===== src/rtl/cpu_pkg.sv =====
// Shared CPU front-end types: instruction/pc widths and the instruction-queue entry layout.
package cpu_pkg;
    localparam int INST_W = 32;
    localparam int PC_W   = 32;
    localparam logic [INST_W-1:0] NOP_INST = 32'h0000_0013;

    typedef struct packed {
        logic [INST_W-1:0] inst;
        logic [PC_W-1:0]   pc;
    } iq_entry_t;
endpackage


===== src/rtl/iq_fifo_mem.sv =====
// Instruction-queue storage: DEPTH entries, synchronous write, asynchronous read at the head pointer.
module iq_fifo_mem
    import cpu_pkg::*;
#(
    parameter int DEPTH  = 16,
    parameter int ADDR_W = 4
) (
    input  logic              clk_in,
    input  logic              wr_en_in,
    input  logic [ADDR_W-1:0] wr_addr_in,
    input  iq_entry_t         wr_data_in,
    input  logic [ADDR_W-1:0] rd_addr_in,
    output iq_entry_t         rd_data_out
);

    // Contents are never reset; occupancy is tracked by the owning queue.
    iq_entry_t mem_q [DEPTH];

    always_ff @(posedge clk_in) begin
        if (wr_en_in) begin
            mem_q[wr_addr_in] <= wr_data_in;
        end
    end

    assign rd_data_out = mem_q[rd_addr_in];

endmodule


===== src/rtl/instruction_queue.sv =====
// In-order fetch-to-ROB instruction FIFO with a registered issue port and flush.
// Optional macro IQ_BYPASS_EN: an instruction arriving at an empty queue with the ROB ready issues on the same edge.
module instruction_queue
    import cpu_pkg::*;
#(
    parameter int DEPTH  = 16,
    parameter int ADDR_W = 4
) (
    input  logic              clk_in,
    input  logic              rst_n_in,
    input  logic              rdy_in,
    input  logic              flush_in,
    input  logic              fetch_valid_in,
    input  logic [INST_W-1:0] fetch_inst_in,
    input  logic [PC_W-1:0]   fetch_pc_in,
    output logic              iq_full_out,
    input  logic              rob_full_in,
    output logic              issue_valid_out,
    output logic [INST_W-1:0] issue_inst_out,
    output logic [PC_W-1:0]   issue_pc_out
);

    localparam logic [ADDR_W:0] DEPTH_CNT = (ADDR_W+1)'(DEPTH);

    logic [ADDR_W-1:0] head_q, head_d;
    logic [ADDR_W-1:0] tail_q, tail_d;
    logic [ADDR_W:0]   count_q, count_d;
    logic              issue_valid_q, issue_valid_d;
    iq_entry_t         issue_q, issue_d;

    iq_entry_t fetch_entry;
    iq_entry_t rd_data;
    logic      full;
    logic      enq;
    logic      deq;
    logic      bypass;
    logic      wr_en;

    assign fetch_entry.inst = fetch_inst_in;
    assign fetch_entry.pc   = fetch_pc_in;

    // Full and empty are judged on the pre-edge count, so a same-edge dequeue never frees a slot.
    assign full = (count_q == DEPTH_CNT);
    assign enq  = fetch_valid_in & ~full;
    assign deq  = (count_q != '0) & ~rob_full_in;

`ifdef IQ_BYPASS_EN
    assign bypass = (count_q == '0) & enq & ~rob_full_in;
`else
    assign bypass = 1'b0;
`endif

    always_comb begin
        head_d        = head_q;
        tail_d        = tail_q;
        count_d       = count_q;
        issue_valid_d = issue_valid_q;
        issue_d       = issue_q;
        wr_en         = 1'b0;
        if (rdy_in) begin
            if (flush_in) begin
                head_d        = '0;
                tail_d        = '0;
                count_d       = '0;
                issue_valid_d = 1'b0;
            end else if (bypass) begin
                issue_d       = fetch_entry;
                issue_valid_d = 1'b1;
            end else begin
                wr_en = enq;
                if (enq) begin
                    tail_d = tail_q + 1'b1;
                end
                // Without a dequeue the data registers keep their last value; only valid drops.
                if (deq) begin
                    issue_d       = rd_data;
                    head_d        = head_q + 1'b1;
                    issue_valid_d = 1'b1;
                end else begin
                    issue_valid_d = 1'b0;
                end
                count_d = count_q + (ADDR_W+1)'(enq) - (ADDR_W+1)'(deq);
            end
        end
    end

    always_ff @(posedge clk_in or negedge rst_n_in) begin
        if (!rst_n_in) begin
            head_q        <= '0;
            tail_q        <= '0;
            count_q       <= '0;
            issue_valid_q <= 1'b0;
            issue_q       <= '0;
        end else begin
            head_q        <= head_d;
            tail_q        <= tail_d;
            count_q       <= count_d;
            issue_valid_q <= issue_valid_d;
            issue_q       <= issue_d;
        end
    end

    iq_fifo_mem #(
        .DEPTH  (DEPTH),
        .ADDR_W (ADDR_W)
    ) u_mem (
        .clk_in      (clk_in),
        .wr_en_in    (wr_en),
        .wr_addr_in  (tail_q),
        .wr_data_in  (fetch_entry),
        .rd_addr_in  (head_q),
        .rd_data_out (rd_data)
    );

    assign iq_full_out     = full;
    assign issue_valid_out = issue_valid_q;
    assign issue_inst_out  = issue_q.inst;
    assign issue_pc_out    = issue_q.pc;

endmodule


===== config.mk =====
export PLATFORM = sky130hd
export DESIGN_NAME = instruction_queue
export DESIGN_NICKNAME = d
export VERILOG_FILES = /design/src/rtl/cpu_pkg.sv /design/src/rtl/iq_fifo_mem.sv /design/src/rtl/instruction_queue.sv
export SDC_FILE = /design/constraint.sdc
export NUM_CORES = 1
export LEC_CHECK = 0
export ABC_AREA = 1
export CORE_AREA = 4 4 299 301
export DETAILED_ROUTE_END_ITERATION = 8
export DIE_AREA = 0 0 303 305
export GPL_ROUTABILITY_DRIVEN = 0
export PLACE_DENSITY = 0.72
export SLEW_MARGIN = 10
export SYNTH_ARGS = -nofsm -noshare
export SYNTH_HDL_FRONTEND = slang
export SYNTH_HIERARCHICAL = 1
export SYNTH_SLANG_ARGS = --single-unit

===== constraint.sdc =====
create_clock -name clk_in -period 5.85 [get_ports clk_in]
set_input_delay 0.585 -clock clk_in [delete_from_list [all_inputs] [get_ports clk_in]]
set_output_delay 0.585 -clock clk_in [all_outputs]
set_load 0.01 [all_outputs]

==> results.md, run 1 <==
- Crit path buffers/inverters: 2
- Initial antenna violation count: 1
- Root buffer cell: clkbuf_16
- Synth warnings: 6
- Worst setup SP type: flop
- Ports: 136
- Worst Setup Path Type: reg -> reg
- Yosys top cell area share: 64.99%
- RR Startpoint: count_q[3]
- Worst stage delay on the critical path: 0.77 ns
- CP Capture Type: flop
- Post-synthesis sequential area ratio: 69.12%
- Clock skew: 0.02284 ns
- R2R Setup Slk: 2.17 ns
- Type of the worst min-delay path: reg -> reg
- Avg Inst Size Synth: 10.45 um2
- Fin area: 52880 um2
- Clock sink count: 1102
- Routed Antenna Nets: 0
- Setup TNS: 0 ns
- Vias: 31220
- Final hold viol count: 0
- Fin crit period: 3.681 ns
- Critical-path top delay cell: nor2_4
- Ranking of synthesized cells by area: edfxtp_1 (65%), nand2_1 (13%), nand3_1 (8.2%)
- Comb power frac: 21.3%
- Crit path cell chain: inv_1, ha_1, nand3_1, nand2_1, nor2_1, nand3b_1, nor2_4, buf_4
- Seq pwr share: 44.7%
- CP Data Arrival Time: 3.98 ns
- Max-Cap Viols: 0
- Area occupied by multi-input gates: 10260 um2
- Crit path capture: u_mem/mem_q[6][17]
- Switching share of power: 29.76%
- First-pass DRT Iterations: 6
- Worst-path clk slew: 0.06 ns
- Overflow after GRT: 0
- Status: finished clean
- Die Ht: 305 um
- FP Rows: 108
- Die ar.: 92420 um2
- Number of cells on the critical path: 8
- Final Hold Slack: 0.4669 ns
- RSZ-0062 raised after global routing: false
- Max-slew violations: 0
- FF-to-FF path depth: 8
- Routed length per instance: 19.12 um
- Least-Margin Pin Slew: 1.126 ns
- Core ar.: 86620 um2
- Share of layout cells above drive strength 1: 5.297%
- Vias in the first global route: 30950
- DIE WIDTH: 303 um
- Drt via density: 5.330
- Unique masters post-synth: 24
- Switching power: 6.129 mW
- Maximum vdd drop: 380.3 uV
- Synthesized Nets: 4607
- PwrDens: 389.4 nW/um2
- Synth Cell Area: 47310 um2
- Area Overhead vs Synth: 11.77%
- Routed wire length: 112000 um
- Clock Tree Buf Depth: 3
- Violation count after the first detailed-routing iteration: 2966
- Largest fanout on the critical path: 24
- Final HPWL DP: 58880 um
- Reg area: 32720 um2
- PortBufs: 135
- Largest net degree at the start of global routing: 262
- Clock power share: 34.0%
- Global-route usage over all layers: 24.15%
- Post-CTS resize count: 0
- Total chip power: 20.59 mW
- CP delay by family, top: simple AND/OR/NAND/NOR gates
- CTS H-tree lvls: 3
- Final Setup Violations: 0
- Final Cycle Share: 62.92%
- CP startpoint: count_q[3]
- First-pass GRT wire length: 174300 um
- Reported leakage power: 22.59 nW
- Max-slew headroom: 24.73%
- Clk_lat worst skew: 0.67 ns
- Worst Path Required: 6.15 ns
- Fmax: 0.2717 GHz
- Dpl cell area: 49250 um2
- Cell Int Power: 14.46 mW
- Filler cell count in the final layout: 6675
- Num CTS Buffers: 111
- Initial Util: 54.62%
- Worst flop-to-flop path endpoint: u_mem/mem_q[6][17]
- Yosys reg bits: 1102
- Synth Instances: 4528
- DRC violations left: 0
- Fin util: 61.05%
- Fin nets: 4683
- Biggest area consumer among synthesized cells: edfxtp_1
- CTS tree: done
-- worst min path at each step --
stage	startpoint	end	slack [ns]	depth (start not counted)
CTS	issue_pc_out[6]	issue_pc_out[6]	0.47	2
global placement	issue_inst_out[19]	issue_inst_out[19]	0.45	2
finish	issue_pc_out[6]	issue_pc_out[6]	0.47	2
floorplan	rst_n_in	count_q[0]	0.29	0
detailed placement	issue_pc_out[6]	issue_pc_out[6]	0.46	2
global route	issue_pc_out[11]	issue_pc_out[11]	0.49	2
-- placed cells by master (no fill, tap or decap), drive strengths merged --
master	count
edfxtp	1024
xor2	4
o22ai	1
buf	53
o21ai	3
nand2	1581
clkinv	51
a22o	1
nand3	778
dfrtp	78
ha	8
clkdlybuf4s50	134
nand3b	2
diode	1
fa	1
a21oi	4
bufinv	10
nor2	22
clkbuf	144
inv	800
dlygate4sd3	1
clkinvlp	1
-- metal layers --
metal / wire length, um / part of all wire (%) / up-vias / GRT usage, %
met3: 7895 / 7.0 / 219 / 3.303
li1: - / - / 14700 / -
met2: 54860 / 49 / 1232 / 40.48
met4: 3169 / 2.8 / 0 / 7.967
met5: 0 / 0 / - / 0
met1: 46070 / 41 / 15060 / 32.78
-- state kept, by name, indices dropped and copies added, names as in the netlist --
| name | cells |
|---|---|
| count_q | 5 |
| head_q | 4 |
| issue_inst_out | 32 |
| issue_pc_out | 32 |
| issue_valid_out | 1 |
| tail_q | 4 |
| u_mem/mem_q | 1024 |
-- power groups by stage --
stage                     Combinational [mW]  Clock [mW]  Sequential [mW]
after global routing                    4.89        7.46             9.24
after CTS                               4.39        7.12             9.20
final                                   4.39        7.00             9.20
after global placement                  4.29           0             9.35
after floorplan                         3.12           0             9.31
after detailed placement                4.36           0             9.36
-- Yosys cell counts --
| cell | number |
|---|---|
| nand2_1 | 1579 |
| edfxtp_1 | 1024 |
| inv_1 | 791 |
| nand3_1 | 778 |
| buf_2 | 121 |
| dfrtp_1 | 78 |
| buf_6 | 54 |
| clkbuf_1 | 21 |
| nor2_1 | 21 |
| buf_4 | 17 |
| buf_1 | 11 |
| ha_1 | 8 |
| a21oi_1 | 4 |
| inv_2 | 4 |
| xor2_1 | 4 |
| o21ai_0 | 3 |
| nand2_2 | 2 |
| nand3b_1 | 2 |
| a22o_1 | 1 |
| buf_8 | 1 |
| fa_1 | 1 |
| inv_6 | 1 |
| nor2_4 | 1 |
| o22ai_1 | 1 |
-- metrics by stage --
stage / setup slack [ns] / std cells
2_1_floorplan: 1.401 / 4528
3_3_place_gp: 1.725 / 5645
3_5_place_dp: 1.691 / 5645
4_1_cts: 2.179 / 5856
5_1_grt: 1.982 / 5856
6_report: 2.169 / 5857
-- area by class of cell --
class	count	area share, %
Timing Repair Buffer	188	3.426
Antenna cell	1	0.004732
Clock buffer	144	5.676
Multi-Input combinational cell	2405	19.41
Inverter	796	5.712
Sequential cell	1102	61.87
Tap cell	1155	2.733
Clock inverter	66	1.174
-- what timing repair did --
| action | in CTS | in global routing |
|---|---|---|
| endpoints found under the hold margin | 40 | 0 |
| buffers inserted | 0 | 0 |
| hold buffers | 1 | 0 |
-- cells by family after synthesis --
family / count (synthesis) / synth area share [%]
AOI/OAI and AO/OA: 9 / 0.1058
DFF: 1102 / 69.12
and+or+nand+nor: 2383 / 21.00
adders and majority gates: 9 / 0.2539
buffers and inverters: 1021 / 9.446
xor gates and xnor gates: 4 / 0.07404
-- worst register-to-register path, delay by kind of cell (launching register included) --
kind	cells	cell delay [ns]
and+or+nand+nor	5	2.09
buffers and inverters	2	0.63
DFF	1	0.38
adders and majority gates	1	0.19
No activity file was read; power rests on OpenSTA's default activity.
==> inputs of run 2 (changes only) <==
--- a/config.mk
+++ b/config.mk
@@ -10,7 +10,7 @@
 export DETAILED_ROUTE_END_ITERATION = 8
 export DIE_AREA = 0 0 303 305
 export GPL_ROUTABILITY_DRIVEN = 0
-export PLACE_DENSITY = 0.72
+export PLACE_DENSITY = 0.75
 export SLEW_MARGIN = 10
 export SYNTH_ARGS = -nofsm -noshare
 export SYNTH_HDL_FRONTEND = slang
==> constraint.sdc (replaced) <==
create_clock -name clk_in -period 3.3 [get_ports clk_in]
set_input_delay 0.33 -clock clk_in [delete_from_list [all_inputs] [get_ports clk_in]]
set_output_delay 0.33 -clock clk_in [all_outputs]
set_load 0.01 [all_outputs]
==> results.md, run 2 (synthesized netlist as in run 1, its figures left out) <==
- Violation count after the first detailed-routing iteration: 3927 (was 2966)
- Max-slew violations: 0 (unchanged)
- Critical-path top delay cell: dfrtp_1 (was nor2_4)
- Clock sink count: 1102 (unchanged)
- Type of the worst min-delay path: in -> async (was reg -> reg)
- Setup repair bufs after CTS: 0 (unchanged)
- Reported leakage power: 22.83 nW (was 22.59 nW)
- Global-route usage over all layers: 24.88% (was 24.15%)
- Routed wire length: 116000 um (was 112000 um)
- FF-to-FF path depth: 10 (was 8)
- Max-slew headroom: 29.30% (was 24.73%)
- Maximum vdd drop: 584.8 uV (was 380.3 uV)
- Worst Path Required: 3.67 ns (was 6.15 ns)
- Vias: 31990 (was 31220)
- Worst stage delay on the critical path: 0.38 ns (was 0.77 ns)
- Ports: 136 (unchanged)
- Num CTS Buffers: 110 (was 111)
- Status: finished clean (unchanged)
- Fin crit period: 2.418 ns (was 3.681 ns)
- Routed length per instance: 19.69 um (was 19.12 um)
- FP Rows: 108 (unchanged)
- Fin nets: 4717 (was 4683)
- CTS tree: done (unchanged)
- Share of layout cells above drive strength 1: 5.726% (was 5.297%)
- Final Cycle Share: 73.27% (was 62.92%)
- Max reg flops: 1024 (unchanged)
- Die Ht: 305 um (unchanged)
- First-pass DRT Iterations: 6 (unchanged)
- Final HPWL DP: 66020 um (was 58880 um)
- Core ar.: 86620 um2 (unchanged)
- Setup TNS: 0 ns (unchanged)
- Biggest register: u_mem/mem_q (unchanged)
- Max-Cap Viols: 0 (unchanged)
- Largest fanout on the critical path: 21 (was 24)
- Post-CTS resize count: 0 (unchanged)
- Overflow after GRT: 0 (unchanged)
- Crit path cell chain: inv_1, ha_1, nand3_1, nand2_1, nor2_1, buf_4, nand3b_1, buf_4, nor2_4, buf_12 (was inv_1, ha_1, nand3_1, nand2_1, nor2_1, nand3b_1, nor2_4, buf_4)
- PnR worst setup slack: 0.8822 ns (was 2.169 ns)
- Final Hold Slack: 0.2827 ns (was 0.4669 ns)
- Worst Setup Path Type: reg -> reg (unchanged)
- PortBufs: 135 (unchanged)
- First-pass GRT wire length: 178000 um (was 174300 um)
- Worst-path clk slew: 0.06 ns (about the same)
- Clk_lat worst skew: 0.69 ns (was 0.67 ns)
- Routed Antenna Nets: 0 (unchanged)
- Area occupied by multi-input gates: 10260 um2 (unchanged)
- Die ar.: 92420 um2 (unchanged)
- Most common cell after layout, fill and taps aside: nand2_1 (unchanged)
- CP Data Arrival Time: 2.79 ns (was 3.98 ns)
- Root buffer cell: clkbuf_16 (unchanged)
- Largest net degree at the start of global routing: 165 (was 262)
- Drt via density: 5.430 (was 5.330)
- Most frequent cells in the layout: nand2_1 (1579), edfxtp_1 (1024), inv_1 (790) (unchanged)
- Final hold viol count: 0 (unchanged)
- Clock Tree Buf Depth: 3 (unchanged)
- CP Capture Type: flop (unchanged)
- Least-Margin Pin Slew: 1.061 ns (was 1.126 ns)
- Initial antenna violation count: 4 (was 1)
- Fmax: 0.4136 GHz (was 0.2717 GHz)
- Clock skew: 0.03163 ns (was 0.02284 ns)
- Worst setup SP type: flop (unchanged)
- RSZ-0062 raised after global routing: false (unchanged)
- R2R Setup Slk: 0.88 ns (was 2.17 ns)
- Worst flop-to-flop path endpoint: u_mem/mem_q[5][31] (was u_mem/mem_q[6][17])
- PwrDens: 684.7 nW/um2 (was 389.4 nW/um2)
- Final Setup Violations: 0 (unchanged)
- Area Overhead vs Synth: 13.30% (was 11.77%)
- Filler cell count in the final layout: 6410 (was 6675)
- RR Startpoint: count_q[3] (unchanged)
- Initial Util: 54.62% (unchanged)
- CTS H-tree lvls: 3 (unchanged)
- DIE WIDTH: 303 um (unchanged)
- CP dominant cell by count: buf_4
- Vias in the first global route: 31150 (was 30950)
- DRC violations left: 0 (unchanged)
- Dpl ws: 0.6418 ns (was 1.691 ns)
- Reg area: 32720 um2 (unchanged)
==> run 2: cell count changes in the layout (fill, tap and decap cells not counted) <==
cell        change
clkbuf_1        +8
inv_16          +2
clkbuf_8        -5
diode_2         +3
bufinv_16       -2
buf_12         +44
clkinv_2        -8
clkinvlp_4      +2
clkinv_1        +2
buf_4           -9
clkinv_4        -1
inv_6           -1
==> run 2: critical path, delay by kind of cell (launching register included) <==
family | cells | cell delay, ns
fa+ha+maj | 1 | 0.19
buf+inv | 4 | 0.73
flops | 1 | 0.38
simple gates | 5 | 0.80
==> run 2: per-stage QoR <==
stage               util [%]  area [um2]  instances  total power, mW
finish                 61.89       53610       5892            36.71
global route           61.88       53600       5889            38.40
CTS                    61.88       53600       5888            36.83
detailed placement     57.79       50060       5680            24.70
global placement       57.79       50060       5680            24.51
floorplan                  -       47350       4528            22.05
==> run 2: worst max path at each step <==
stage	start	endpoint	slack [ns]
5_1_grt	count_q[3]	u_mem/mem_q[5][53]	0.71
2_1_floorplan	count_q[3]	u_mem/mem_q[13][0]	-0.14
3_5_place_dp	rdy_in	u_mem/mem_q[5][61]	0.64
6_report	count_q[3]	u_mem/mem_q[5][31]	0.88
3_3_place_gp	rdy_in	u_mem/mem_q[5][60]	0.63
4_1_cts	count_q[3]	u_mem/mem_q[5][31]	0.83
==> run 2: layer usage <==
metal / global-route usage (%) / wire (um)
met4: 8.496 / 3312
met1: 33.76 / 45490
met2: 40.41 / 56670
met3: 5.019 / 10490
met5: 0 / 22
==> run 2: power by group <==
group	switching (mW)	leakage (nW)	internal [mW]
clock network	5.24	1.72	6.95
logic	5.58	10.9	2.79
registers	0.345	10.2	15.8
total	11.2	22.8	25.5
==> run 2: final cells by class <==
class	count	area share, %
Clock inverter	60	1.055
Clock buffer	147	5.527
Inverter	796	5.634
Tap cell	1155	2.696
Sequential cell	1102	61.03
Antenna cell	4	0.01867
Timing Repair Buffer	223	4.897
Multi-Input combinational cell	2405	19.15
==> run 2: repair_timing <==
item,4_1_cts,5_1_grt
endpoints found under the setup margin,0,0
endpoints found under the hold margin,50,0
hold buffers,1,0
